### src/rtl/sseg_pkg.sv
// Shared constants for the seven-segment scan controller.
//   SEG_0..SEG_F : segment codes, [0:6] = a..g, active-low
//   SEG_OFF      : all segments dark
//   ANODE_OFF    : all anodes dark (sliced to NUM_DIGITS by users)
//   DEF_REFRESH_DIV : slot length for the 100 MHz board clock (2 kHz per slot)
package sseg_pkg;

  localparam int MAX_DIGITS      = 8;
  localparam int DEF_REFRESH_DIV = 50000;

  localparam logic [0:6] SEG_0   = 7'b0000001;
  localparam logic [0:6] SEG_1   = 7'b1001111;
  localparam logic [0:6] SEG_2   = 7'b0010010;
  localparam logic [0:6] SEG_3   = 7'b0000110;
  localparam logic [0:6] SEG_4   = 7'b1001100;
  localparam logic [0:6] SEG_5   = 7'b0100100;
  localparam logic [0:6] SEG_6   = 7'b0100000;
  localparam logic [0:6] SEG_7   = 7'b0001111;
  localparam logic [0:6] SEG_8   = 7'b0000000;
  localparam logic [0:6] SEG_9   = 7'b0000100;
  localparam logic [0:6] SEG_A   = 7'b0001000;
  localparam logic [0:6] SEG_B   = 7'b1100000;
  localparam logic [0:6] SEG_C   = 7'b0110001;
  localparam logic [0:6] SEG_D   = 7'b1000010;
  localparam logic [0:6] SEG_E   = 7'b0110000;
  localparam logic [0:6] SEG_F   = 7'b0111000;
  localparam logic [0:6] SEG_OFF = 7'b1111111;

  localparam logic [MAX_DIGITS-1:0] ANODE_OFF = '1;

endpackage

### src/rtl/hex_to_sseg.sv
// Combinational hex nibble to seven-segment decoder.
//   nib : 4-bit hex value
//   seg : segments [0:6] = a..g, active-low
module hex_to_sseg
  import sseg_pkg::*;
(
  input  logic [3:0] nib,
  output logic [0:6] seg
);

  always_comb begin
    seg = SEG_OFF;
    unique case (nib)
      4'h0: seg = SEG_0;
      4'h1: seg = SEG_1;
      4'h2: seg = SEG_2;
      4'h3: seg = SEG_3;
      4'h4: seg = SEG_4;
      4'h5: seg = SEG_5;
      4'h6: seg = SEG_6;
      4'h7: seg = SEG_7;
      4'h8: seg = SEG_8;
      4'h9: seg = SEG_9;
      4'hA: seg = SEG_A;
      4'hB: seg = SEG_B;
      4'hC: seg = SEG_C;
      4'hD: seg = SEG_D;
      4'hE: seg = SEG_E;
      4'hF: seg = SEG_F;
    endcase
  end

endmodule

### src/rtl/sseg_scan_ctrl.sv
// Multiplexed seven-segment display scanner with double-buffered host writes.
//   clk, rst_n  : clock, async active-low reset
//   wr_en       : one-cycle write strobe for wr_data / wr_mask
//   wr_data     : nibble i = digit i (digit 0 rightmost)
//   wr_mask     : 1 = digit enabled
//   upd_done    : pulse when new data reaches the shadow buffer
//   frame_start : pulse on the cycle the scan wraps to digit 0
//   an          : active-low anodes, at most one low
//   SSeg        : active-low segments [0:6] = a..g
module sseg_scan_ctrl
  import sseg_pkg::*;
#(
  parameter int NUM_DIGITS  = 8,
  parameter int REFRESH_DIV = DEF_REFRESH_DIV,
  parameter int BLANK_CYC   = 2,
  parameter bit LZ_SUPPRESS = 1'b0
) (
  input  logic                    clk,
  input  logic                    rst_n,
  input  logic                    wr_en,
  input  logic [4*NUM_DIGITS-1:0] wr_data,
  input  logic [NUM_DIGITS-1:0]   wr_mask,
  output logic                    upd_done,
  output logic                    frame_start,
  output logic [NUM_DIGITS-1:0]   an,
  output logic [0:6]              SSeg
);

  localparam int CW = $clog2(REFRESH_DIV);
  localparam int IW = $clog2(NUM_DIGITS);

  logic [CW-1:0] count;
  logic [IW-1:0] idx;
  logic          tick, wrap;

  logic [NUM_DIGITS-1:0][3:0] pend_data, shadow_data;
  logic [NUM_DIGITS-1:0]      pend_mask, shadow_mask;
  logic                       pend;

  logic [NUM_DIGITS-1:0] hi_zero, sel;
  logic                  acc, lz_blank, visible, guard;
  logic [0:6]            dec_seg;

  assign tick = (count == CW'(REFRESH_DIV - 1));
  assign wrap = tick && (idx == IW'(NUM_DIGITS - 1));

  // Slot/digit position
  always_ff @(posedge clk or negedge rst_n) begin
    if (!rst_n) begin
      count       <= '0;
      idx         <= '0;
      frame_start <= 1'b0;
    end else begin
      count       <= tick ? '0 : count + 1'b1;
      frame_start <= wrap;
      if (tick) idx <= (idx == IW'(NUM_DIGITS - 1)) ? '0 : idx + 1'b1;
    end
  end

  // Double buffer: the shadow only changes on the frame-wrap edge. A write
  // landing exactly on that edge bypasses the pending regs so it is not
  // delayed a full frame.
  always_ff @(posedge clk or negedge rst_n) begin
    if (!rst_n) begin
      pend_data   <= '0;
      pend_mask   <= '0;
      pend        <= 1'b0;
      shadow_data <= '0;
      shadow_mask <= '0;
      upd_done    <= 1'b0;
    end else begin
      upd_done <= 1'b0;
      if (wrap && wr_en) begin
        shadow_data <= wr_data;
        shadow_mask <= wr_mask;
        pend        <= 1'b0;
        upd_done    <= 1'b1;
      end else if (wrap && pend) begin
        shadow_data <= pend_data;
        shadow_mask <= pend_mask;
        pend        <= 1'b0;
        upd_done    <= 1'b1;
      end else if (wr_en) begin
        pend_data <= wr_data;
        pend_mask <= wr_mask;
        pend      <= 1'b1;
      end
    end
  end

  // hi_zero[i]: nibbles i..N-1 are all zero (digit i is a leading zero)
  always_comb begin
    hi_zero = '0;
    acc     = 1'b1;
    for (int i = NUM_DIGITS - 1; i >= 0; i--) begin
      acc        = acc && (shadow_data[i] == 4'h0);
      hi_zero[i] = acc;
    end
  end

  always_comb begin
    sel      = '0;
    sel[idx] = 1'b1;
  end

  assign lz_blank = LZ_SUPPRESS && (idx != '0) && hi_zero[idx];
  assign visible  = shadow_mask[idx] && !lz_blank;
  assign guard    = (count < CW'(BLANK_CYC));

  hex_to_sseg u_dec (
    .nib (shadow_data[idx]),
    .seg (dec_seg)
  );

  // an and SSeg registered together so they switch on the same edge
  always_ff @(posedge clk or negedge rst_n) begin
    if (!rst_n) begin
      an   <= ANODE_OFF[NUM_DIGITS-1:0];
      SSeg <= SEG_OFF;
    end else if (guard || !visible) begin
      an   <= ANODE_OFF[NUM_DIGITS-1:0];
      SSeg <= SEG_OFF;
    end else begin
      an   <= ~sel;
      SSeg <= dec_seg;
    end
  end

endmodule

### config.mk
export PLATFORM = sky130hd
export DESIGN_NAME = sseg_scan_ctrl
export DESIGN_NICKNAME = d
export VERILOG_FILES = /design/src/rtl/sseg_pkg.sv /design/src/rtl/hex_to_sseg.sv /design/src/rtl/sseg_scan_ctrl.sv
export SDC_FILE = /design/constraint.sdc
export NUM_CORES = 1
export LEC_CHECK = 0
export BUFFER_PORTS_ARGS = -buffer_cell sky130_fd_sc_hd__buf_2
export CAP_MARGIN = 20
export CORE_ASPECT_RATIO = 0.6
export CORE_MARGIN = 2
export CORE_UTILIZATION = 53
export DETAILED_ROUTE_END_ITERATION = 7
export PLACE_DENSITY = 0.77
export SLEW_MARGIN = 20
export SYNTH_ARGS = -nofsm -noshare
export SYNTH_HDL_FRONTEND = slang
export SYNTH_HIERARCHICAL = 1
export SYNTH_SLANG_ARGS = --single-unit
### constraint.sdc
create_clock -name clk -period 3.1 [get_ports clk]
set_input_delay 0.62 -clock clk [delete_from_list [all_inputs] [get_ports clk]]
set_output_delay 0.62 -clock clk [all_outputs]
set_load 0.02 [all_outputs]
==> run summary, run 1 <==
Crit path cell chain - ha_1 > ha_1 > or4b_1 > nor4_4 > buf_4 > nor2b_1 > a2bb2oi_1
Total of warnings raised by yosys - 6
Clk slew on worst S/H paths - 50 ps
H-Tree Level Count - 4
Die area - 12100 um^2
Post-layout util - 65.5%
Grt total ovfl - 0
Post-Syn Area - 5930 um^2
Fraction of layout cells with a size suffix above 1 - 24.3%
Resized cells post-CTS - 0
Fin crit share - 90.2%
Place WS - 363 ps
Setup_tns - 0 ps
Clock buffer count from CTS - 17
Number of diodes - 0
Max Slew Vio Count - 0
Fillers - 787
Final Hold Viols - 0
Finished Layout Cells - 716
Worst R2R Start - idx[0]
Detailed Place HPWL - 9040 um
Largest family of logic cells by synthesized area - multiplexers
Most frequent cells in the layout - dfrtp_1, buf_2, mux2i_1
Required time worst endpoint - 3430 ps
Postcts setup bufs - 0
Clock latency on the worst-skew pair - 410 ps
Worst setup margin - 305 ps
Leak - 3.13 nW
WHS - 208 ps
Post-Syn Area per Cell - 11.7 um^2
CP most frequent cell - ha_1
R2r endpoint - shadow_mask[5]
DR vias/cell - 5.96
Fraction of registers with async set/reset - 100%
Core Footprint - 10700 um^2
Tot Pwr - 4.06 mW
Final net count - 617
CTS sink cnt - 117
Vias in the first global route - 4314
Worst Path Max Fanout - 21
Post-Syn Nets - 559
Setup violators final - 0
Synth Area in XOR/XNOR - 1.77%
Max Cap Viol - 0
Mapped Cells - 506
Vias - 4268
Placer Congestion - 0.893
Relative slew slack - 56.7%
Status - finished, final reports clean
Floorplan row count - 29
DRT Pass-1 Iters - 4
Post-synthesis simple-gate area fraction - 14.7%
P&R area growth vs syn - 18.6%
R2R setup slack - 300 ps
Number of library cell types mapped by synthesis - 45
Setup crit start kind - flip-flop
Post-synthesis adder-cell area fraction - 2.11%
First-pass GRT wire length - 22400 um
Post-synth top flop - dfrtp_1
Post-DP Area - 6340 um^2
Compound-cell area share of the yosys netlist - 8.08%
Drt total wl - 13600 um
CTS tree - yes
Largest net degree at the start of global routing - 48
Routed WL per cell - 18.9 um
DIE WIDTH - 141 um
Cell area after layout - 7040 um^2
Register area share after synthesis - 49.7%
Post-synthesis mux area share - 19.6%
DP Cell Count - 684
Drt drc - 0
Post-route ant nets - 0
Post-synth EDFFs - 0
Initial antenna violation count - 0
#FFs+latches synth - 117
Number of buffers added on ports - 59
Post-route clock skew - 10.2 ps
Post-CTS Hold Fix Bufs - 0
R2r worst-path depth - 7
# IOs - 60
Gr usage total - 24.1%
Fmax - 358 MHz
Critical Path AT - 3120 ps
Classification of the worst setup path - flip-flop to flip-flop
RSZ-0062 raised after global routing - false
Die Ht - 85.9 um
Initial Utilization - 55.2%
Slowest stage delay, CP - 590 ps
Max clock buf depth - 2
Worst min path class - primary input to async pin
Root buffer cell - clkbuf_16
Critical path's top delay family - simple AND/OR/NAND/NOR gates
Commonest non-fill, non-tap cell in the layout - dfrtp_1
Min Tclk post-route - 2800 ps
PwrDens - 577 nW/um^2
CP Capture Type - flip-flop
Slowest CP cell - nor2b_1
DRT iter0 DRCs - 288
Buf/Inv on CP - 1
Worst-margin pin slew - 648 ps
Worst-case vdd ir drop - 0.417 mV
registers in the layout, indices dropped and copies added, names as in the netlist, 3 cells and up:
name and count:
count 16, pend_mask 8, shadow_data 32, SSeg 7, pend_data 32, idx 3
an 8, shadow_mask 8
synth_stat cells (7+ instances only):
library cell,n,share of area (%)
nand3_1,14,1.2
clkbuf_1,19,1.2
dfrtp_1,102,43
a32oi_1,32,4.7
and2_1,32,3.4
mux2i_1,50,8.4
nand3b_1,7,0.89
a2bb2oi_1,8,1.2
dfstp_2,15,6.6
mux2_1,43,8.2
nand2_1,40,2.5
ha_1,10,2.1
nand2b_1,12,1.3
buf_6,10,1.9
nor2_1,25,1.6
how the worst max path moves through the flow:
stage	from	endpoint	depth (start not counted)
floorplan	idx[1]	SSeg[3]	10
global placement	idx[2]	shadow_data[23]	7
detailed placement	idx[0]	shadow_data[23]	8
CTS	idx[0]	shadow_mask[7]	7
global route	idx[2]	shadow_mask[5]	6
finish	idx[0]	shadow_mask[5]	7
cell type report:
class                   count  area [um^2]  area share (%)
well taps                 139          174            2.47
clock buffers              20          467            6.63
multi-input cells         348         2750            39.1
flip-flops and latches    117         2950            41.9
inverters                   6         22.5           0.320
clock inverters            12          224            3.18
repair buffers             74          448            6.37
power by group:
part	internal, mW	switching [mW]	leakage (nW)	total (mW)
Clock	1.57	0.695	0.324	2.27
Sequential	1.58	0.0289	1.47	1.61
Combinational	0.0849	0.102	1.34	0.187
Total	3.24	0.826	3.13	4.06
logic make-up (layout without fill, tap and decap cells):
| kind of cell | Yosys count | after routing |
|---|---|---|
| simple gates | 163 | 163 |
| fa+ha+maj | 10 | 10 |
| buf+inv | 41 | 112 |
| mux | 104 | 104 |
| xor+xnor | 12 | 12 |
| flops | 117 | 117 |
| compound gates | 59 | 59 |
layer usage:
| metal | wire [um] | share of wire, % | vias up | global-route usage (%) |
|---|---|---|---|---|
| met3 | 996 | 7.4 | 11 | 4.69 |
| met4 | 114 | 0.84 | 0 | 9.09 |
| met1 | 6180 | 46 | 2157 | 34.1 |
| li1 | - | - | 1966 | - |
| met5 | 0 | 0 | - | 0 |
| met2 | 6260 | 46 | 134 | 37.6 |
worst register-to-register path: cells and delay by family, from the launching register on:
family	cells	cell delay, ps
and+or+nand+nor	3	1270
DFF	1	530
adders and majority gates	2	360
buffers and inverters	1	340
AOI/OAI and AO/OA	1	220
No activity file was read; power rests on OpenSTA's default activity.
==> inputs of run 2 (changes only) <==
Settings changed: ABC_AREA set to 1, CORE_ASPECT_RATIO 0.6 to unset, CTS_CLUSTER_DIAMETER set to 200.
==> run 2 against run 1 <==
The flow now finishes with violations (design-rule violations). Combinational power increased by 5%. Fmax grew 12%. Hold slack got worse by 130 ps. Area after synthesis is 0.53% higher. Clock power fell by 19%. Clock-buffer cell count unchanged. Critical path type unchanged. Critical endpoint is now SSeg[3]. Largest power group unchanged.
==> run summary, run 2 <==
Post-Syn Nets - 860
Worst Path Max Fanout - 11
Most common library cells after synthesis - nand2_1, nor2_1, dfrtp_1, inv_1, nand3_1
Biggest regs - pend_data: 32 flops, shadow_data: 32 flops, count: 16 flops
Initial Utilization - 54.8%
Fillers - 960
Most common cell in the netlist - nand2_1
Clock power share - 50.7%
Post-route ant nets - 0
Commonest non-fill, non-tap cell in the layout - nand2_1
Synth area leaders - dfrtp_1, nand2_1, nor2_1
Post-synth EDFFs - 0
Largest net degree at the start of global routing - 75
Core Footprint - 10900 um^2
Worst-case vdd ir drop - 0.446 mV
Comb pwr share - 5.4%
Number of library cell types mapped by synthesis - 34
Most frequent cells in the layout - nand2_1, nor2_1, dfrtp_1
H-Tree Level Count - 4
Register area share after synthesis - 49.4%
Critical Path AT - 2930 ps
Worst min path class - primary input to async pin
CTS sink cnt - 117
Relative slew slack - 55.5%
Max Slew Vio Count - 0
#FFs+latches synth - 117
Post-Syn Area - 5960 um^2
DIE WIDTH - 110 um
Failing checks - design-rule violations
Net switching power - 0.833 mW
Worst Setup EP - SSeg[3]
DRT iter0 DRCs - 399
CTS tree - yes
Fmax - 401 MHz
Floorplan row count - 38
Largest family of logic cells by synthesized area - simple AND/OR/NAND/NOR gates
Reg power frac - 43.9%
Fraction of layout cells with a size suffix above 1 - 14.1%
PwrDens - 525 nW/um^2
First-pass GRT wire length - 22900 um
Post-synthesis simple-gate area fraction - 36.2%
Grt total ovfl - 0
Post-synthesis adder-cell area fraction - 2.10%
Number of diodes - 0
Placer Congestion - 0.944
Final Hold Viols - 0
Number of buffers added on ports - 59
Place WS - 683 ps
Vias in the first global route - 4857
Mapped Cells - 807
Max clock buf depth - 2
Post-Syn Area per Cell - 7.39 um^2
R2r worst-path depth - 14
Clock buffer count from CTS - 17
Worst R2R Start - idx[0]
Die Ht - 110 um
Final net count - 911
Cell area after layout - 6930 um^2
FF/Latch Area - 2950 um^2
Compound-cell area share of the yosys netlist - 2.48%
Clk slew on worst S/H paths - 60 ps
Clock latency on the worst-skew pair - 530 ps
Post-synth top flop - dfrtp_1
CP Capture Type - flip-flop
Yosys top cell by area - dfrtp_1
Postcts setup bufs - 0
Setup crit start kind - flip-flop
Worst-margin pin slew - 666 ps
Yosys top cell area share - 42.8%
Crit path from - idx[0]
Switching part of the total - 22.9%
Vias - 5185
Post-DP Area - 6370 um^2
Status - finished with violations
Drt drc - 4
DRT Pass-1 Iters - 8
Fin crit share - 80.4%
Leak - 3.95 nW
Die area - 12100 um^2
# IOs - 60
Resized cells post-CTS - 0
Drt total wl - 13500 um
P&R area growth vs syn - 16.3%
Tot Pwr - 3.64 mW
R2R setup slack - 610 ps
Post-CTS Hold Fix Bufs - 0
Gr usage total - 24.7%
R2r endpoint - SSeg[3]
Min Tclk post-route - 2490 ps
Fraction of registers with async set/reset - 100%
Classification of the worst setup path - flip-flop to flip-flop
Routed WL per cell - 13.3 um
DR vias/cell - 5.13
Required time worst endpoint - 3540 ps
Detailed Place HPWL - 8750 um
Post-synthesis mux area share - 0%
Synth Area in XOR/XNOR - 1.32%
Total of warnings raised by yosys - 6
Setup_tns - 0 ps
Max Cap Viol - 0
Internal - 2.81 mW
Worst setup margin - 609 ps
Multi-input logic area - 2520 um^2
Setup violators final - 0
RSZ-0062 raised after global routing - false
Post-route clock skew - 9.38 ps
Initial antenna violation count - 0
Root buffer cell - clkbuf_8
## run 2: layout make-up
cell class	count	share of cell area (%)
clock inverters	12	1.88
well taps	140	2.53
multi-input cells	567	36.3
repair buffers	67	5.70
inverters	88	4.78
flip-flops and latches	117	42.5
clock buffers	20	6.28
## run 2: cells by family (layout without fill, tap and decap cells)
logic type,count (synthesis),after routing
buf+inv,123,187
flops,117,117
simple gates,524,524
compound gates,24,24
fa+ha+maj,10,10
xor+xnor,9,9
## run 2: worst min path at each step
stage                   from             to  depth (start not counted)
2_1_floorplan          rst_n       count[0]                          0
3_3_place_gp   pend_data[12]  pend_data[12]                          2
3_5_place_dp   pend_data[17]  pend_data[17]                          2
4_1_cts                rst_n       count[5]                          1
5_1_grt                rst_n      count[12]                          1
6_report               rst_n       count[5]                          1
## run 2: routing by layer
layer | vias up | part of all wire, % | GRT usage, %
li1 | 2602 | - | -
met1 | 2398 | 45 | 33.8
met2 | 167 | 47 | 38.6
met3 | 18 | 6.1 | 6.06
met4 | 0 | 1.3 | 8.23
met5 | - | 0 | 0
## run 2: power groups by stage
stage	sequential (mW)	combinational (mW)	clock (mW)
2_1_floorplan	1.62	0.112	0
3_3_place_gp	1.62	0.195	0
3_5_place_dp	1.62	0.198	0
4_1_cts	1.60	0.200	1.87
5_1_grt	1.60	0.230	1.95
6_report	1.60	0.196	1.85
## run 2: worst max-delay path: stages, from the launching register on
cell and delay, ps:
dfrtp_1 530, clkinv_1 300, nand3_1 130, inv_1 100, nand2_1 70, nand2_1 50, a21oi_1 120, nand4_1 240
inv_1 230, ha_1 270, nand2_1 80, nand3_1 80, nand2_1 70, inv_1 40, nand4_1 90
## run 2: per-stage QoR
step | utilization [%] | instances | hold slack, ps
2_1_floorplan | - | 807 | 324
3_3_place_gp | 58.5 | 979 | 453
3_5_place_dp | 58.5 | 979 | 458
4_1_cts | 63.7 | 1011 | 99.0
5_1_grt | 63.7 | 1011 | 111
6_report | 63.7 | 1011 | 82.5
==> inputs of run 3 (changes only) <==
Clock period 3.1 ns to 2.2 ns, I/O delays scaled along.
==> run 3 against run 2 <==
The run ends with negative hold slack left. Clock power grew 58%. Hold slack lost 130 ps. Core utilization up 2.0 points. Cell area up 3.2%. Global-route usage up 0.60 points. Clock-buffer cell count grew 1. Flip-flop and latch count stayed put.
==> run summary, run 3 (same netlist as run 2, synthesis figures left out) <==
DP Cell Count - 989
Failing checks - negative hold slack
Drt total wl - 14000 um
Setup_tns - 0 ps
WHS - -45.7 ps
Crit path from - idx[0]
Worst Path Max Fanout - 9
PwrDens - 762 nW/um^2
Setup violators final - 0
Largest net degree at the start of global routing - 118
P&R area growth vs syn - 20.0%
Tot Pwr - 5.46 mW
CTS sink cnt - 117
Drt drc - 0
Post-route clock skew - 10.1 ps
Required time worst endpoint - 2610 ps
Clock buffer count from CTS - 17
Vias in the first global route - 4982
Min Tclk post-route - 2040 ps
Status - finished with violations
Clk slew on worst S/H paths - 60 ps
Worst min path class - primary input to async pin
Detailed Place HPWL - 9000 um
Clock latency on the worst-skew pair - 520 ps
CP most frequent cell - nand2_1
Initial Utilization - 54.8%
Relative slew slack - 56.3%
Die area - 12100 um^2
H-Tree Level Count - 4
DRT iter0 DRCs - 390
Root buffer cell - clkbuf_8
DR vias/cell - 5.13
Fraction of layout cells with a size suffix above 1 - 16.6%
Leak - 4.07 nW
Worst R2R Start - idx[0]
Crit path cell chain - buf_4 > nand3_1 > inv_1 > a22oi_1 > nand4_1 > buf_4 > ha_1 > nand2_1 > nand2_1 > nand2_1 > nand2_1 > inv_1 > nand4_1
Fin crit share - 92.6%
Finished Layout Cells - 1026
Max Cap Viol - 0
Placer Congestion - 0.950
Number of diodes - 0
CTS tree - yes
Core Footprint - 10900 um^2
CP Capture Type - flip-flop
Initial antenna violation count - 0
Worst-case vdd ir drop - 0.540 mV
DIE WIDTH - 110 um
First-pass GRT wire length - 23700 um
Max clock buf depth - 2
Fmax - 491 MHz
Critical Path AT - 2450 ps
Final net count - 926
Worst-margin pin slew - 655 ps
Number of buffers added on ports - 59
Classification of the worst setup path - flip-flop to flip-flop
Slowest stage delay, CP - 390 ps
Vias - 5265
Post-route ant nets - 0
Floorplan row count - 38
Max Slew Vio Count - 0
Final Hold Viols - 17
Routed WL per cell - 13.7 um
Gr usage total - 25.3%
Die Ht - 110 um
Biggest regs - pend_data: 32 flops, shadow_data: 32 flops, count: 16 flops
# IOs - 60
Slowest CP cell - dfrtp_1
Setup crit start kind - flip-flop
Commonest non-fill, non-tap cell in the layout - nand2_1
Grt total ovfl - 0
Most frequent cells in the layout - nand2_1, nor2_1, dfrtp_1
DRT Pass-1 Iters - 6
## run 3: cell types whose count changed in the layout (fill, tap and decap cells not counted), moves of 2 or more
| cell | previous run | this run |
|---|---|---|
| buf_4 | 6 | 18 |
| inv_1 | 84 | 78 |
| inv_2 | 2 | 8 |
| buf_12 | 3 | 6 |
| bufinv_16 | 2 | 4 |
| clkbuf_8 | 2 | 4 |
| clkinv_2 | 4 | 2 |
## run 3: layout make-up
| type | count | area (um^2) |
|---|---|---|
| clock inverters | 11 | 173 |
| fillers | 921 | 3730 |
| multi-input cells | 567 | 2520 |
| repair buffers | 82 | 546 |
| clock buffers | 21 | 459 |
| well taps | 140 | 175 |
| flip-flops and latches | 117 | 2950 |
| inverters | 88 | 332 |
## run 3: path summary, 6_finish.rpt
check	endpoint	cells after the start	slack, ps
max	SSeg[3]	13	160
min	count[13]	2	-50
max reg2reg	SSeg[3]	13	160
min reg2reg	pend_data[13]	2	470
max in group asynchronous	shadow_data[25]	2	1710
min in group clk	pend_data[31]	3	160
## run 3: stage by stage
stage	setup slack (ps)	area [um^2]	utilization (%)
3_3_place_gp	133	6480	59.5
6_report	162	7160	65.7
2_1_floorplan	206	5960	-
5_1_grt	-27.2	7160	65.7
4_1_cts	6.32	7110	65.3
3_5_place_dp	1.73	6480	59.5
## run 3: what timing repair did
action	CTS	global route
endpoints found under the setup margin	2	7
buffers inserted	0	5
hold buffers	0	0
resized for setup	1	7
pin swaps	0	1
## run 3: metal layers
layer  track usage, %  vias to the layer above  wire length (um)
li1                 -                     2623                 -
met1             34.5                     2443              6400
met2             39.3                      172              6620
met3             6.06                       27               709
met4             9.31                        0               305
met5                0                        -                 0
## run 3: where the power goes
| part | internal (mW) | switching, mW |
|---|---|---|
| combinational | 0.106 | 0.178 |
| sequential | 2.22 | 0.0337 |
| clock | 1.93 | 0.985 |
## run 3: worst max-delay path, delay by kind of cell, from the launching register on
kind | cells | cell delay (ps)
compound gates | 1 | 220
fa+ha+maj | 1 | 210
buf+inv | 4 | 500
flops | 1 | 390
simple gates | 7 | 630
